### config.mk
export PLATFORM = sky130hd
export DESIGN_NAME = adc_ti_pattern_gen
export DESIGN_NICKNAME = d
export VERILOG_FILES = /design/src/rtl/adc_ti_pkg.sv /design/src/rtl/adc_pattern_lane_gen.sv /design/src/rtl/adc_ti_pattern_gen.sv
export SDC_FILE = /design/constraint.sdc
export NUM_CORES = 2
export LEC_CHECK = 0
export CORE_AREA = 2 2 394 396
export DETAILED_ROUTE_END_ITERATION = 10
export DIE_AREA = 0 0 396 398
export GPL_ROUTABILITY_DRIVEN = 0
export SETUP_SLACK_MARGIN = 0.05
export SYNTH_ARGS = -nofsm -noshare
export SYNTH_HDL_FRONTEND = slang
export SYNTH_SLANG_ARGS = --single-unit
### constraint.sdc
create_clock -name clk -period 53.5 [get_ports clk]
set_clock_uncertainty 0.1 [all_clocks]
set_input_delay 5.35 -clock clk [delete_from_list [all_inputs] [get_ports clk]]
set_output_delay 5.35 -clock clk [all_outputs]
set_load 0.02 [all_outputs]
### src/rtl/adc_ti_pkg.sv
// Shared encodings for the time-interleaved ADC test-pattern generator:
// pattern modes, FSM states and the PRBS9 polynomial.
package adc_ti_pkg;

  typedef enum logic [1:0] {
    MODE_RAMP  = 2'd0,
    MODE_TRI   = 2'd1,
    MODE_CONST = 2'd2,
    MODE_PRBS9 = 2'd3
  } mode_e;

  typedef enum logic [1:0] {
    ST_IDLE = 2'd0,
    ST_FILL = 2'd1,
    ST_HOLD = 2'd2
  } state_e;

  localparam logic [8:0] PRBS9_SEED = 9'h1FF;
  // x^9 + x^5 + 1: feedback from state bits 8 and 4
  localparam logic [8:0] PRBS9_TAPS = 9'h110;

  function automatic logic [8:0] prbs9_next(input logic [8:0] s);
    return {s[7:0], ^(s & PRBS9_TAPS)};
  endfunction

endpackage

### src/rtl/adc_pattern_lane_gen.sv
// Combinational generator for one fill cycle: produces LANES consecutive
// samples and the generator state that follows the last of them.
module adc_pattern_lane_gen
  import adc_ti_pkg::*;
#(
  parameter int WIDTH = 9,
  parameter int LANES = 8
) (
  input  mode_e                  mode_i,
  input  logic [WIDTH-1:0]       step_i,
  input  logic [WIDTH-1:0]       const_i,
  input  logic [WIDTH-1:0]       val_i,
  input  logic                   dir_down_i,
  input  logic [8:0]             lfsr_i,
  output logic [LANES*WIDTH-1:0] samples_o,
  output logic [WIDTH-1:0]       val_o,
  output logic                   dir_down_o,
  output logic [8:0]             lfsr_o
);

  localparam logic [WIDTH:0] MAXV = {1'b0, {WIDTH{1'b1}}};

  logic [WIDTH-1:0] val_c;
  logic             dir_c;
  logic [8:0]       lfsr_c;
  logic [WIDTH:0]   sum_c;

  always_comb begin
    val_c     = val_i;
    dir_c     = dir_down_i;
    lfsr_c    = lfsr_i;
    sum_c     = '0;
    samples_o = '0;
    for (int l = 0; l < LANES; l++) begin
      case (mode_i)
        MODE_RAMP: begin
          samples_o[l*WIDTH +: WIDTH] = val_c;
          val_c = val_c + step_i;
        end
        MODE_TRI: begin
          samples_o[l*WIDTH +: WIDTH] = val_c;
          // one extra bit so the top-of-range overshoot is visible
          sum_c = {1'b0, val_c} + {1'b0, step_i};
          if (!dir_c) begin
            if (sum_c > MAXV) begin
              val_c = MAXV[WIDTH-1:0];
              dir_c = 1'b1;
            end else begin
              val_c = sum_c[WIDTH-1:0];
            end
          end else if (val_c < step_i) begin
            val_c = '0;
            dir_c = 1'b0;
          end else begin
            val_c = val_c - step_i;
          end
        end
        MODE_CONST: samples_o[l*WIDTH +: WIDTH] = const_i;
        default: begin
          samples_o[l*WIDTH +: WIDTH] = WIDTH'(lfsr_c);
          lfsr_c = prbs9_next(lfsr_c);
        end
      endcase
    end
    val_o      = val_c;
    dir_down_o = dir_c;
    lfsr_o     = lfsr_c;
  end

endmodule

### src/rtl/adc_ti_pattern_gen.sv
// Frame-based test-pattern source for a time-interleaved ADC datapath: fills a
// NUM_CH-sample frame LANES samples per cycle, then holds it until accepted.
module adc_ti_pattern_gen
  import adc_ti_pkg::*;
#(
  parameter int WIDTH  = 9,
  parameter int NUM_CH = 96,
  parameter int LANES  = 8
) (
  input  logic                    clk,
  input  logic                    reset,
  input  logic                    start,
  input  logic                    stop,
  input  logic [1:0]              cfg_mode,
  input  logic [WIDTH-1:0]        cfg_step,
  input  logic [WIDTH-1:0]        cfg_const,
  input  logic [15:0]             cfg_num_frames,
  input  logic [NUM_CH-1:0]       cfg_ch_mask,
  output logic [NUM_CH*WIDTH-1:0] frame_data,
  output logic                    frame_valid,
  input  logic                    frame_ready,
  output logic                    busy,
  output logic                    done,
  output logic [15:0]             frame_cnt
);

  localparam int NBLK  = NUM_CH / LANES;
  localparam int PTR_W = (NBLK > 1) ? $clog2(NBLK) : 1;

  state_e                  state_q, state_d;
  logic [PTR_W-1:0]        ptr_q, ptr_d;
  mode_e                   mode_q;
  logic [WIDTH-1:0]        step_q, const_q, val_q, val_nx;
  logic [15:0]             nframes_q, cnt_q, cnt_inc;
  logic [NUM_CH-1:0]       mask_q;
  logic                    dir_q, dir_nx, done_q;
  logic [8:0]              lfsr_q, lfsr_nx;
  logic [LANES*WIDTH-1:0]  lane_samp;
  logic [NUM_CH*WIDTH-1:0] frame_q, frame_d;
  logic                    start_ok, hold_accept, last_frame;

  assign start_ok    = (state_q == ST_IDLE) && start && !stop;
  assign hold_accept = (state_q == ST_HOLD) && frame_ready && !stop;
  assign cnt_inc     = cnt_q + 16'd1;
  assign last_frame  = (nframes_q != 16'd0) && (cnt_inc == nframes_q);

  adc_pattern_lane_gen #(
    .WIDTH (WIDTH),
    .LANES (LANES)
  ) u_lane_gen (
    .mode_i     (mode_q),
    .step_i     (step_q),
    .const_i    (const_q),
    .val_i      (val_q),
    .dir_down_i (dir_q),
    .lfsr_i     (lfsr_q),
    .samples_o  (lane_samp),
    .val_o      (val_nx),
    .dir_down_o (dir_nx),
    .lfsr_o     (lfsr_nx)
  );

  always_ff @(posedge clk or posedge reset) begin
    if (reset) state_q <= ST_IDLE;
    else       state_q <= state_d;
  end

  always_comb begin
    state_d = state_q;
    if (stop) begin
      state_d = ST_IDLE;
    end else begin
      case (state_q)
        ST_IDLE: if (start) state_d = ST_FILL;
        ST_FILL: if (ptr_q == PTR_W'(NBLK - 1)) state_d = ST_HOLD;
        ST_HOLD: if (frame_ready) state_d = last_frame ? ST_IDLE : ST_FILL;
        default: state_d = ST_IDLE;
      endcase
    end
  end

  always_comb begin
    frame_valid = (state_q == ST_HOLD);
    busy        = (state_q != ST_IDLE);
  end

  assign ptr_d = ((state_q == ST_FILL) && (state_d == ST_FILL)) ? ptr_q + PTR_W'(1) : '0;

  // masked channels still consume a generator step; only the stored value is zeroed
  always_comb begin
    frame_d = frame_q;
    if (state_q == ST_FILL) begin
      for (int b = 0; b < NBLK; b++) begin
        if (ptr_q == PTR_W'(b)) begin
          for (int l = 0; l < LANES; l++) begin
            frame_d[(b*LANES+l)*WIDTH +: WIDTH] =
              mask_q[b*LANES+l] ? lane_samp[l*WIDTH +: WIDTH] : '0;
          end
        end
      end
    end
  end

  always_ff @(posedge clk or posedge reset) begin
    if (reset) begin
      ptr_q     <= '0;
      done_q    <= 1'b0;
      cnt_q     <= '0;
      mode_q    <= MODE_RAMP;
      step_q    <= '0;
      const_q   <= '0;
      nframes_q <= '0;
      mask_q    <= '0;
      val_q     <= '0;
      dir_q     <= 1'b0;
      lfsr_q    <= PRBS9_SEED;
      frame_q   <= '0;
    end else begin
      ptr_q  <= ptr_d;
      done_q <= hold_accept && last_frame;
      if (start_ok) begin
        mode_q    <= mode_e'(cfg_mode);
        step_q    <= cfg_step;
        const_q   <= cfg_const;
        nframes_q <= cfg_num_frames;
        mask_q    <= cfg_ch_mask;
        val_q     <= cfg_const;
        dir_q     <= 1'b0;
        lfsr_q    <= PRBS9_SEED;
        cnt_q     <= '0;
      end
      if ((state_q == ST_FILL) && !stop) begin
        val_q   <= val_nx;
        dir_q   <= dir_nx;
        lfsr_q  <= lfsr_nx;
        frame_q <= frame_d;
      end
      if (hold_accept) cnt_q <= cnt_inc;
    end
  end

  assign frame_data = frame_q;
  assign done       = done_q;
  assign frame_cnt  = cnt_q;

endmodule

## Yosys cells after proc, flatten, opt, wreduce, memory -nomap -nowiden

Cells that the tools add are included.

| storage, ports and cells | value |
|---|---|
| bits in writable memories | 0 |
| latch bits | 0 |
| word-level logic and storage cells | 312 |
| ROM bits | 0 |
| memories kept | 0 |
| register bits after elaboration | 1038 |

| operators by class | value |
|---|---|
| shift operators | 0 |
| reductions and logical operators | 38 |
| multiplexer cells | 191 |
| multipliers | 0 |
| $add $sub $neg | 26 |
| order comparisons | 16 |
| eq/ne operators | 17 |
| divide/modulo/power cells | 0 |
| bitwise gates (word level) | 0 |

Operator list:

| operator | count |
|---|---|
| $mux 9 | 132 |
| $pmux 9 s2 | 16 |
| $add 9x9->10 | 8 |
| $gt 10x9->1 const B | 8 |
| $add 9x9->9 | 8 |
| $lt 9x9->1 | 8 |
| $reduce_xor 9->1 | 8 |
| $sub 9x9->9 | 8 |
| $reduce_and 3->1 | 12 |
| $mux 1 | 35 |
| $mux 16 | 2 |
| $add 16x1->16 const B | 1 |
| $eq 16x16->1 | 1 |
| $eq 4x3->1 const B | 4 |
| $eq 4x4->1 const B | 4 |
| $reduce_bool 16->1 | 1 |
| $eq 4x2->1 const B | 2 |
| $logic_and 1x1->1 | 8 |
| $mux 2 | 4 |
| $eq 2x1->1 const B | 3 |
| $pmux 2 s3 | 1 |
| $reduce_bool 2->1 | 3 |
| $add 4x1->4 const B | 1 |
| $eq 2x2->1 const B | 2 |
| other kinds (7) | 8 |

## Longest topological paths before layout

| logic depth | value |
|---|---|
| word-level depth | 41 |
| gate-level depth with buffers | 97 |
| gate-level depth less buffers | 94 |

## Modules after synthesis

Synthesis repeated with hierarchy kept, for this count alone.

| unflattened totals | value |
|---|---|
| cell total of the unflattened synthesis | 5945 |
| area, all modules | 51491.9 um^2 |

Modules (own cells, without submodules):

| module | area each (um^2) | cells an instance | instances |
|---|---|---|---|
| adc_ti_pattern_gen | 41217.0 | 4390 | 1 |
| adc_pattern_lane_gen | 10274.9 | 1555 | 1 |

## Worst setup path after synthesis

No wires, ideal clock.

| timing path | value |
|---|---|
| kind | register to register |
| start point | reg step_q[1] |
| end point | reg val_q[2] |
| clock period less this slack | 17968 ps |
| data arrival time | 17742 ps |
| library setup time | 126 ps |
| required time | 53274 ps |
| stages on the path, launching flop included | 82 |
| slack | 35532 ps |
| cells stage by stage | dfrtp_1 > inv_1 > ha_1 > nor2b_1 > o2111ai_1 > a2111oi_2 > or2_2 > clkbuf_1 > inv_1 > o21ai_0 > a21boi_0 > o21ai_0 > o21ai_0 > and2_1 > inv_1 > ha_1 > fa_1 > nor2b_1 > [46 not listed] > o31ai_1 > a221oi_1 > o31a_1 > nor2_1 > nor3_1 > a21o_1 > nand2_1 > ha_1 > inv_1 > a21o_1 > a221o_1 > a221oi_1 > or2_2 > a21oi_1 > or2_2 > a31oi_1 > nand2_1 > a221o_1 |

| on the way | value |
|---|---|
| longest elaborated chain between the ends | 41 |
| elaborated cells on any way between the ends | 101 |
| those cells by class | add/sub: 24; order compare: 16; mux: 61 |

Ends and longest elaborated chain:

| item | RTL line | source |
|---|---|---|
| start, declared | adc_ti_pattern_gen.sv:33 | `logic [WIDTH-1:0] step_q, const_q, val_q, val_nx;` |
| start signal, assigned | adc_ti_pattern_gen.sv:123 | `step_q <= cfg_step;` |
| $add 9x9->10 | adc_pattern_lane_gen.sv:43 | `sum_c = {1'b0, val_c} + {1'b0, step_i};` |
| $gt 10x9->1 | adc_pattern_lane_gen.sv:45 | `if (sum_c > MAXV) begin` |
| $mux 9 | adc_pattern_lane_gen.sv:45 |  |
| $mux 9 | adc_pattern_lane_gen.sv:44 | `if (!dir_c) begin` |
| $pmux 9 s2 | adc_pattern_lane_gen.sv:35 | `case (mode_i)` |
| $add 9x9->10 | adc_pattern_lane_gen.sv:43 |  |
| $gt 10x9->1 | adc_pattern_lane_gen.sv:45 |  |
| $mux 9 | adc_pattern_lane_gen.sv:45 |  |
| [25 not listed] | - |  |
| $mux 9 | adc_pattern_lane_gen.sv:44 |  |
| $pmux 9 s2 | adc_pattern_lane_gen.sv:35 |  |
| $add 9x9->10 | adc_pattern_lane_gen.sv:43 |  |
| $gt 10x9->1 | adc_pattern_lane_gen.sv:45 |  |
| $mux 9 | adc_pattern_lane_gen.sv:45 |  |
| $mux 9 | adc_pattern_lane_gen.sv:44 |  |
| $pmux 9 s2 (*) | adc_pattern_lane_gen.sv:35 |  |
| $mux 9 (*) | adc_ti_pattern_gen.sv:132 | `if ((state_q == ST_FILL) && !stop) begin` |
| end signal, assigned | adc_ti_pattern_gen.sv:127 | `val_q <= cfg_const;` |
| end signal, assigned | adc_ti_pattern_gen.sv:133 | `val_q <= val_nx;` |
| end, declared | adc_ti_pattern_gen.sv:33 |  |

Mark *: on every way between the ends. The rest lies on a longest branch, timed or not.
A chain may end at the register's enable or synchronous reset.

## Worst setup path after layout

| timing path | value |
|---|---|
| start point | reg step_q[0] |
| end point | reg val_q[2] |

The elaborated chain is that of the path after synthesis.

==> run metrics <==
max-cap viol count 1; CP Max Fanout 17; area grow syn2layout 34.6%; most used cell along the critical path a21oi_1; static leakage 29.1 nW; sequential cell area fraction in the yosys report 54.0%; CTS clk-pin slew, worst paths 0.06 ns; Synth area leaders dfrtp_1 (54%), nand2_1 (13%), o21ai_0 (8.7%); outcome complete, but fails checks; FF+latch count, synth 1038; hold path cells 2; FMAX 0.0471 GHz; power per cell area between 70 and 80 nW/µm²; final hold vios 0; Core Area 153000 µm²; setup bufs post-CTS 0; Crit-path slowest cell dfrtp_1; most frequent cells in the layout nand2_1 (1592), dfrtp_1 (1027), clkdlybuf4s50_1 (1019), o21ai_0 (829), nor2_1 (200); RSZ-0062 raised after global routing false; Sw Pwr 0.00264 W; part of the power in the clock network 16.6%; floorplan row count 144; post_cts resized 0; First-pass DRT Iterations 6; via count approximately 46000; Critical Path RT 54.01 ns; clk sinks 1038; post-synthesis cell type count 95; Longest Clk Path Bufs 3; global route overflow 0; Post-synth ARST share between 90% and 100%; drt total wl 244000 µm; commonest non-fill, non-tap cell in the layout nand2_1; internal power roughly 0.0023 W; clk root buf clkbuf_16; worst vdd ir just under 0.00008 V; Worst setup EP type register; Final Setup Violations 0; reg2reg end val_q[2]$_DFFE_PP0P_; DP HPWL 179000 µm; Layout Utilization around 42%; hold worst-path end frame_data[797]$_DFFE_PP0P_; Pwr Total approximately 0.0049 W; Reg power frac 18.8%; NumNets Final 6539; CTS tree built; Tightest Pin Transition about 1.6 ns; DR vias/cell 5.47; Crit path arrival time approximately 22 ns; Filler cells 15100; I/O Pins 1020; Cell Count, Final, Fillers Out roughly 8400; switch share 53.5%; Main synth FF type dfrtp_1; Mapped Cells roughly 5300; Largest stage delay, worst path 0.95 ns; CTS Hold Bufs 0; drt drc 0; first-pass GRT wire length 338000 µm; Post-synth EDFFs 0; failing checks max-capacitance violations, max-slew violations; Hold Crit Start frame_data[797]$_DFFE_PP0P_; H-tree levels 3; Gate power share 64.6%; Final min period roughly 21 ns; number of global-route vias before repair 43500; Starting Density 31.4%; period utilization 39.7%; Synth top area share 53.5%; area leader, netlist dfrtp_1; die area 158000 µm²; placed cell areas 60800 µm²; critical path launch point type register; die extent in x 396 µm; total track usage 30.0%; Critical R2R Launch step_q[0]$_DFFE_PP0P_; syn nets 5621; CTS Buf Count 113; Slew Limit Fails 7; R2R depth 78; Setup TNS 0 ns; YS warnings 0; die height 398 µm; fraction of layout cells with a size suffix above 1 6.80%; mean post-synth cell area 9.05 µm²; CP Class register to register; clock latency on the worst-skew pair 0.77 ns; largest net degree at the start of global routing 175; Hold Path Class register to register; post-route ant nets 0; origin of the worst setup path step_q[0]$_DFFE_PP0P_; drt wl/cell a little under 30 µm; dpl cells 8159; post-synthesis cell area a little under 50000 µm²; initial drt markers 4806; Port Buf Inserts 1019; initial antenna violation count 44; Slew headroom -8.93%; reg-to-reg slack, setup 32.27 ns; cell area after layout 64800 µm²
-- sequential cells by signal, indices dropped and copies added, names as in the netlist --
| signal | cells |
|---|---|
| frame_data | 864 |
| step_q | 9 |
| val_q | 9 |
| ptr_q | 4 |
| nframes_q | 16 |
| done | 1 |
| mask_q | 96 |
| dir_q | 1 |
| const_q | 9 |
| lfsr_q | 9 |
| frame_cnt | 16 |
| state_q | 2 |
| mode_q | 2 |
-- cells by family after synthesis --
family,after synthesis,share of synthesized area [%]
AO/OA/AOI/OAI,1374,16.6
XOR/XNOR,111,2.02
adder cells (fa/ha/maj),172,4.72
buffers and inverters,413,3.34
flip-flops,1038,54.0
multiplexers,31,0.791
AND/OR/NAND/NOR,2173,18.4
-- metal layers --
metal | vias to the layer above | GRT usage [%] | wire [µm]
li1 | 19800 | - | -
met1 | 22800 | 37.8 | 94900
met2 | 2733 | 46.8 | 110000
met3 | 621 | 8.45 | 24600
met4 | 22 | 15.8 | 14400
met5 | - | 0 | 149
-- final cells by class --
| type | count | area, µm² | share of cell area [%] |
|---|---|---|---|
| clock buffer | 170 | 3340 | 5.16 |
| clock inverter | 41 | 577 | 0.891 |
| antenna | 20 | 50.0 | 0.0773 |
| timing repair buffer | 1115 | 10900 | 16.9 |
| multi-input combinational | 3861 | 20900 | 32.3 |
| inverter | 101 | 388 | 0.599 |
| tap | 2044 | 2560 | 3.95 |
| sequential | 1038 | 26000 | 40.1 |
-- synthesized netlist by cell type (all sizes together) (7+ instances only) --
library cell  number
nor4              12
xnor2             75
dfstp              9
a22o               8
o211ai            19
xor2              36
a211oi            18
and2              35
a21boi             8
nor2b             33
fa                16
a221oi            24
or2               23
o21bai            31
o22ai             16
a221o              8
mux2i             21
nand3            161
inv              100
a31oi             24
ha               156
a21o              33
dfrtp           1029
clkbuf           271
o31a               7
nand2b            29
nand2           1605
o31ai             22
o221ai            14
a31o              19
nor2             203
nor3              24
o21ai            879
o21a              13
a21oi            168
buf               41
a211o              8
and3              25
-- worst max-delay path: cells and delay by family (launching register included) --
kind                     cells  cell delay [ns]
AO/OA/AOI/OAI               46            12.30
AND/OR/NAND/NOR             16             3.43
adder cells (fa/ha/maj)      9             3.29
flip-flops                   1             0.95
buffers and inverters        6             0.74
multiplexers                 1             0.26
-- power by group through the flow --
| stage | sequential, W | clock (W) | combinational (W) |
|---|---|---|---|
| floorplan | 0.000975 | 0 | 0.00180 |
| global placement | 0.000934 | 0 | 0.00307 |
| detailed placement | 0.000936 | 0 | 0.00308 |
| CTS | 0.000923 | 0.000832 | 0.00310 |
| global route | 0.000933 | 0.000863 | 0.00336 |
| finish | 0.000926 | 0.000820 | 0.00319 |
-- through the flow --
| stage | hold WS, ns | setup slack (ns) |
|---|---|---|
| 6_report | 0.369 | 32.27 |
| 5_1_grt | 0.384 | 30.72 |
| 4_1_cts | 0.369 | 33.00 |
| 3_5_place_dp | 0.355 | 33.10 |
| 3_3_place_gp | 0.350 | 33.70 |
| 2_1_floorplan | 0.346 | 18.85 |
-- worst max path at each step --
stage and to:
6_report val_q[2]$_DFFE_PP0P_, 3_5_place_dp val_q[2]$_DFFE_PP0P_, 2_1_floorplan const_q[0]$_DFFE_PP0P_, 4_1_cts val_q[2]$_DFFE_PP0P_, 3_3_place_gp val_q[2]$_DFFE_PP0P_, 5_1_grt val_q[2]$_DFFE_PP0P_
Note: power is estimated with default switching activity, not from simulation.
